[src/rtl/mastermind_scorer.sv]
// mastermind_scorer
//   Datapath stage behind the Mastermind control FSM. Holds the 4-peg secret
//   code and the current guess. On compare it scores the guess with a
//   multi-cycle colour-histogram scan: one cycle for exact matches, one cycle
//   per colour, and one cycle to publish. It also tracks the guess count and
//   the win / game-over state.
//
// Ports
//   clk          system clock
//   reset        synchronous, active-high reset (wins over every other input)
//   peg_in       colour of the peg being loaded
//   load_code    strobe: write peg_in to the next code slot (locked after 4)
//   load_guess   strobe: write peg_in to the next guess slot (needs full code)
//   compare      strobe: start scoring (needs full code and full guess)
//   busy         high while a score is being computed
//   score_valid  one-cycle pulse when black/white are updated
//   black        exact-position matches, 0..4 (held between scores)
//   white        colour-only matches, 0..4 (held between scores)
//   win          set when a score has black == 4
//   game_over    set on a win or once MAX_GUESSES guesses are scored
//   guess_count  number of scored guesses (saturates at 15)
//
// Optional build macro MASTERMIND_SCORER_HEX_EN adds hex_black / hex_white,
// registered active-low 7-segment images of black / white (7'h7F after reset).

module mastermind_scorer #(
    parameter int PEG_W       = 3,
    parameter int MAX_GUESSES = 10
) (
    input  logic             clk,
    input  logic             reset,
    input  logic [PEG_W-1:0] peg_in,
    input  logic             load_code,
    input  logic             load_guess,
    input  logic             compare,
    output logic             busy,
    output logic             score_valid,
    output logic [2:0]       black,
    output logic [2:0]       white,
    output logic             win,
    output logic             game_over,
    output logic [3:0]       guess_count
`ifdef MASTERMIND_SCORER_HEX_EN
    ,
    output logic [6:0]       hex_black,
    output logic [6:0]       hex_white
`endif
);

    localparam logic [PEG_W-1:0] LAST_COLOR    = PEG_W'((1 << PEG_W) - 1);
    localparam logic [PEG_W-1:0] COLOR_ONE     = PEG_W'(1);
    localparam logic [PEG_W-1:0] COLOR_ZERO    = PEG_W'(0);
    localparam logic [4:0]       MAX_GUESSES_C = 5'(MAX_GUESSES);

    typedef enum logic [2:0] {
        ST_IDLE  = 3'd0,
        ST_BLACK = 3'd1,
        ST_WHITE = 3'd2,
        ST_DONE  = 3'd3,
        ST_OVER  = 3'd4
    } state_t;

    state_t           state_r;
    state_t           state_next_s;
    logic [PEG_W-1:0] code_r  [4];
    logic [PEG_W-1:0] guess_r [4];
    logic [1:0]       code_slot_r;
    logic [1:0]       guess_slot_r;
    logic             code_full_r;
    logic             guess_full_r;
    logic [2:0]       black_acc_r;
    logic [2:0]       total_r;
    logic [PEG_W-1:0] color_r;
    logic [2:0]       exact_s;
    logic [2:0]       code_cnt_s;
    logic [2:0]       guess_cnt_s;
    logic [2:0]       color_min_s;
    logic [4:0]       guess_inc_s;
    logic             last_guess_s;
    logic             win_now_s;
    logic             busy_next_s;

`ifdef MASTERMIND_SCORER_HEX_EN
    // Active-low segments {g,f,e,d,c,b,a}; only 0..4 can occur, anything else blanks.
    function automatic logic [6:0] seg7_n(input logic [2:0] value);
        logic [6:0] seg;
        case (value)
            3'd0:    seg = 7'h40;
            3'd1:    seg = 7'h79;
            3'd2:    seg = 7'h24;
            3'd3:    seg = 7'h30;
            3'd4:    seg = 7'h19;
            default: seg = 7'h7F;
        endcase
        return seg;
    endfunction
`endif

    // Exact matches and the per-colour histogram minimum for the colour under scan.
    always_comb begin
        exact_s     = 3'd0;
        code_cnt_s  = 3'd0;
        guess_cnt_s = 3'd0;
        for (int i = 0; i < 4; i++) begin
            if (code_r[i] == guess_r[i]) exact_s = exact_s + 3'd1;
            else                         exact_s = exact_s;
            if (code_r[i] == color_r)    code_cnt_s = code_cnt_s + 3'd1;
            else                         code_cnt_s = code_cnt_s;
            if (guess_r[i] == color_r)   guess_cnt_s = guess_cnt_s + 3'd1;
            else                         guess_cnt_s = guess_cnt_s;
        end
        color_min_s  = (code_cnt_s < guess_cnt_s) ? code_cnt_s : guess_cnt_s;
        guess_inc_s  = {1'b0, guess_count} + 5'd1;
        last_guess_s = (guess_inc_s == MAX_GUESSES_C);
        win_now_s    = (black_acc_r == 3'd4);
    end

    // Next-state logic of the scoring sequencer.
    always_comb begin
        state_next_s = state_r;
        case (state_r)
            ST_IDLE: begin
                if (compare && code_full_r && guess_full_r && !game_over) state_next_s = ST_BLACK;
                else                                                      state_next_s = ST_IDLE;
            end
            ST_BLACK: state_next_s = ST_WHITE;
            ST_WHITE: begin
                if (color_r == LAST_COLOR) state_next_s = ST_DONE;
                else                       state_next_s = ST_WHITE;
            end
            ST_DONE: begin
                if (win_now_s || last_guess_s) state_next_s = ST_OVER;
                else                           state_next_s = ST_IDLE;
            end
            ST_OVER: state_next_s = ST_OVER;
            default: state_next_s = ST_IDLE;
        endcase
        busy_next_s = (state_next_s == ST_BLACK) || (state_next_s == ST_WHITE) ||
                      (state_next_s == ST_DONE);
    end

    // Sequencer state register.
    always_ff @(posedge clk) begin
        if (reset) state_r <= ST_IDLE;
        else       state_r <= state_next_s;
    end

    // Peg storage, scan accumulators and registered outputs.
    always_ff @(posedge clk) begin
        if (reset) begin
            for (int i = 0; i < 4; i++) begin
                code_r[i]  <= COLOR_ZERO;
                guess_r[i] <= COLOR_ZERO;
            end
            code_slot_r  <= 2'd0;
            guess_slot_r <= 2'd0;
            code_full_r  <= 1'b0;
            guess_full_r <= 1'b0;
            black_acc_r  <= 3'd0;
            total_r      <= 3'd0;
            color_r      <= COLOR_ZERO;
            busy         <= 1'b0;
            score_valid  <= 1'b0;
            black        <= 3'd0;
            white        <= 3'd0;
            win          <= 1'b0;
            game_over    <= 1'b0;
            guess_count  <= 4'd0;
`ifdef MASTERMIND_SCORER_HEX_EN
            hex_black    <= 7'h7F;
            hex_white    <= 7'h7F;
`endif
        end else begin
            // busy/game_over follow the state being entered so they line up with it.
            busy        <= busy_next_s;
            game_over   <= (state_next_s == ST_OVER);
            score_valid <= 1'b0;
            case (state_r)
                ST_IDLE: begin
                    // load_code takes priority; a coincident load_guess is dropped.
                    if (load_code) begin
                        if (!code_full_r) begin
                            code_r[code_slot_r] <= peg_in;
                            code_slot_r         <= code_slot_r + 2'd1;
                            code_full_r         <= (code_slot_r == 2'd3);
                        end
                    end else if (load_guess && code_full_r && !guess_full_r) begin
                        guess_r[guess_slot_r] <= peg_in;
                        guess_slot_r          <= guess_slot_r + 2'd1;
                        guess_full_r          <= (guess_slot_r == 2'd3);
                    end
                end
                ST_BLACK: begin
                    black_acc_r <= exact_s;
                    total_r     <= 3'd0;
                    color_r     <= COLOR_ZERO;
                end
                ST_WHITE: begin
                    total_r <= total_r + color_min_s;
                    color_r <= color_r + COLOR_ONE;
                end
                ST_DONE: begin
                    // total counts every colour match, so it never drops below black_acc_r.
                    score_valid  <= 1'b1;
                    black        <= black_acc_r;
                    white        <= total_r - black_acc_r;
                    win          <= win_now_s;
                    guess_count  <= (guess_count == 4'd15) ? guess_count : guess_count + 4'd1;
                    guess_full_r <= 1'b0;
                    guess_slot_r <= 2'd0;
`ifdef MASTERMIND_SCORER_HEX_EN
                    hex_black    <= seg7_n(black_acc_r);
                    hex_white    <= seg7_n(total_r - black_acc_r);
`endif
                end
                ST_OVER: begin
                    code_full_r <= code_full_r;
                end
                default: begin
                    code_full_r <= code_full_r;
                end
            endcase
        end
    end

endmodule

[config.mk]
export PLATFORM = sky130hd
export DESIGN_NAME = mastermind_scorer
export DESIGN_NICKNAME = d
export VERILOG_FILES = /design/src/rtl/mastermind_scorer.sv
export SDC_FILE = /design/constraint.sdc
export NUM_CORES = 1
export LEC_CHECK = 0
export CORE_MARGIN = 1
export CORE_UTILIZATION = 59
export CTS_CLUSTER_SIZE = 20
export DETAILED_ROUTE_END_ITERATION = 6
export GPL_TIMING_DRIVEN = 1
export HOLD_SLACK_MARGIN = 0.06
export PLACE_DENSITY = 0.77
export SLEW_MARGIN = 20
export SYNTH_ARGS = -nofsm -noshare
export SYNTH_HDL_FRONTEND = slang
export SYNTH_SLANG_ARGS = --single-unit
[constraint.sdc]
create_clock -name clk -period 4.4 [get_ports clk]
set_clock_uncertainty 0.15 [all_clocks]
set_input_delay 0.88 -clock clk [delete_from_list [all_inputs] [get_ports clk]]
set_output_delay 0.88 -clock clk [all_outputs]
set_load 0.02 [all_outputs]
==> results.tsv <==
metric	value	unit
max_stage_delay	0.44	ns
synth_seq_area_share	0.4135	
path_cells	xnor2_1 -> and3_1 -> ha_1 -> xnor2_4 -> ha_1 -> nand4_1 -> xor2_1 -> ha_1 -> inv_1 -> nand2_1 -> and2_1 -> nor2_1 -> a21oi_1 -> ha_1 -> fa_1 -> xor2_1 -> a21oi_1 -> o21ai_0 -> a21oi_1	
io_buffers	21	
yosysTopAreaCell	edfxtp_1	
use_met2	0.3714	
rows	26	
crit_start	code_r[0][2]$_SDFFCE_PN0P_	
routed_wl	5.929	mm
design_area	3645	um^2
vias	2321	
ir_drop	225.5	uV
drv_slew	0	
cp-start-kind	flop	
boundaryPins	22	
vias_per_cell	5.398	
r2r_start	code_r[0][2]$_SDFFCE_PN0P_	
die-area	5882	um^2
numCtsBuffers	5	
met3_usage	0.04048	
diodes	0	
area_growth	10.72	%
synthArstFlopShare	0	
rsz0062_at_grt	false	
relSlewSlack	0.5848	
die_y	76.70	um
first_pass_iters	4	
start_util	0.6285	
cts.sinks	56	
synth_cells	343	
status	complete, no violations	
core_area	5238	um^2
syn-num-nets	373	
cp_max_fo	2	
multiInputGateArea	1777	um^2
synthFlopType	dfxtp_1	
end_kind	flop	
root_buffer	clkbuf_8	
synth_area	3292	um^2
place.gp.congestion	0.8110	
grt_pass1_vias	2236	
drive_gt1_frac	0.07500	
timing.fmax	248.2	MHz
tns	0	ns
drtIter0Drc	139	
cts_max_level	2	
synth_common_cells	nor2_1, xnor2_1, dfxtp_1	
min_from	black[0]$_SDFFE_PP0P_	
num-fill-cells	408	
slowest_stage	edfxtp_1	
fin_crit_sh	0.9158	
synth_top_area_frac	0.2189	
required	4.44	ns
wl_per_cell	13.79	um
nets	389	
ant_nets	0	
setup_viol	0	
fin_cells	430	
dp_hpwl	4.592	mm
path_clk_slew	0.10	ns
grt_max_degree	35	
ys_warn_count	0	
clk_latency	0.31	ns
cts_resized	0	
path_delay_family	adder cells	
holdCritPathClass	reg -> reg	
synth_most_common_cell	nor2_1	
min_period	4.029	ns
drc	0	
hold_viol	0	
cap_violations	0	
crit_type	reg -> reg	
cp_num_buf_inv	1	
cts_tree	built	
arrival	4.07	ns
power.leakage	1.409	nW
cts_hold_buf	0	
die_w	76.70	um
worstMarginPinSlew	0.6215	ns
avgSynthCellArea	9.597	um^2
seq_area	1365	um^2
synthTopCellsByArea	edfxtp_1, dfxtp_1, xnor2_1, ha_1, nor2_1	
synth_edf_count	24	
grtUsageTotal	0.2245	
placedCellCount	422	
placed_cell_area	3526	um^2
cts_setup_buffers	0	
synth_seq_cells	56	
power_density	289.0	nW/um^2
cpMostUsedCell	ha_1	
grt-busiest-layer	met2	
cts.path.max_buffers	2	
grt_overflow	0	
grtUsageMet1	0.2981	
grt_pass1_wl	10.35	mm
synth.distinct_cells	44	
antenna_found_initial	0	
## flip-flops by register name (all words and copies together), names as in the netlist, 3 cells and up
| name | flops |
|---|---|
| code_r | 12 |
| guess_r | 12 |
| guess_count | 4 |
| black | 3 |
| black_acc_r | 3 |
| color_r | 3 |
| state_r | 3 |
| total_r | 3 |
| white | 3 |
## cells in the final DEF (no fill, tap or decap), types with 13 or more instances in the layout
cell type        instances
ha_1                    20
inv_1                   19
nand3_1                 18
edfxtp_1                24
dfxtp_1                 29
xor2_1                  13
xnor2_1                 37
clkdlybuf4s50_1         21
a21oi_1                 18
nand2_1                 23
nor2_1                  38
## worst paths after layout
path | end | slack, ns | cells after the start
max | total_r[2]$_SDFFE_PP0P_ | 0.37 | 19
min | black[0]$_SDFFE_PP0P_ | 0.31 | 2
max reg2reg | total_r[2]$_SDFFE_PP0P_ | 0.37 | 19
min reg2reg | black[0]$_SDFFE_PP0P_ | 0.31 | 2
## metal layers
metal	share of wire	wire [um]
met1	0.48	2852
met2	0.48	2840
met3	0.035	209
met4	0.0046	27
met5	0	0
## stage by stage
step	power [mW]	utilization	hold WS (ns)	setup slack [ns]
2_1_floorplan	0.6963	-	0.3123	0.6238
4_1_cts	1.058	0.6945	0.3178	0.1520
6_report	1.053	0.6959	0.3137	0.3706
5_1_grt	1.095	0.6959	0.3375	0.06682
3_5_place_dp	0.7293	0.6732	0.3016	0.1639
3_3_place_gp	0.7233	0.6732	0.2915	0.3590
## logic make-up (layout without fill, tap and decap cells)
group / after synthesis / count (layout) / synth area share
multiplexers: 8 / 8 / 0.02471
XOR/XNOR: 53 / 53 / 0.1513
adder cells (fa/ha/maj): 22 / 22 / 0.08818
buffers and inverters: 34 / 51 / 0.04789
flip-flops: 56 / 56 / 0.4135
AO/OA/AOI/OAI: 46 / 46 / 0.08552
AND/OR/NAND/NOR: 124 / 124 / 0.1889
## area by class of cell
type	count	share of cell area
multi-input combinational	253	0.4875
sequential	56	0.3745
timing repair buffer	24	0.06385
tap	70	0.02403
clock buffer	6	0.01991
inverter	19	0.01957
clock inverter	2	0.01064
## where the power goes
part | total, mW | switching (mW) | internal, mW
clock network | 0.335 | 0.163 | 0.172
logic | 0.149 | 0.0784 | 0.0711
registers | 0.569 | 0.0143 | 0.555
## worst register-to-register path: stages, from the launching register on
cell and delay (ns):
edfxtp_1 0.44, xnor2_1 0.15, and3_1 0.20, ha_1 0.38, xnor2_4 0.22, ha_1 0.16, nand4_1 0.09, xor2_1 0.25
ha_1 0.26, inv_1 0.09, nand2_1 0.08, and2_1 0.17, nor2_1 0.10, a21oi_1 0.06, ha_1 0.20, fa_1 0.37
xor2_1 0.20, a21oi_1 0.09, o21ai_0 0.18, a21oi_1 0.09
(Power assumes the default switching activity.)
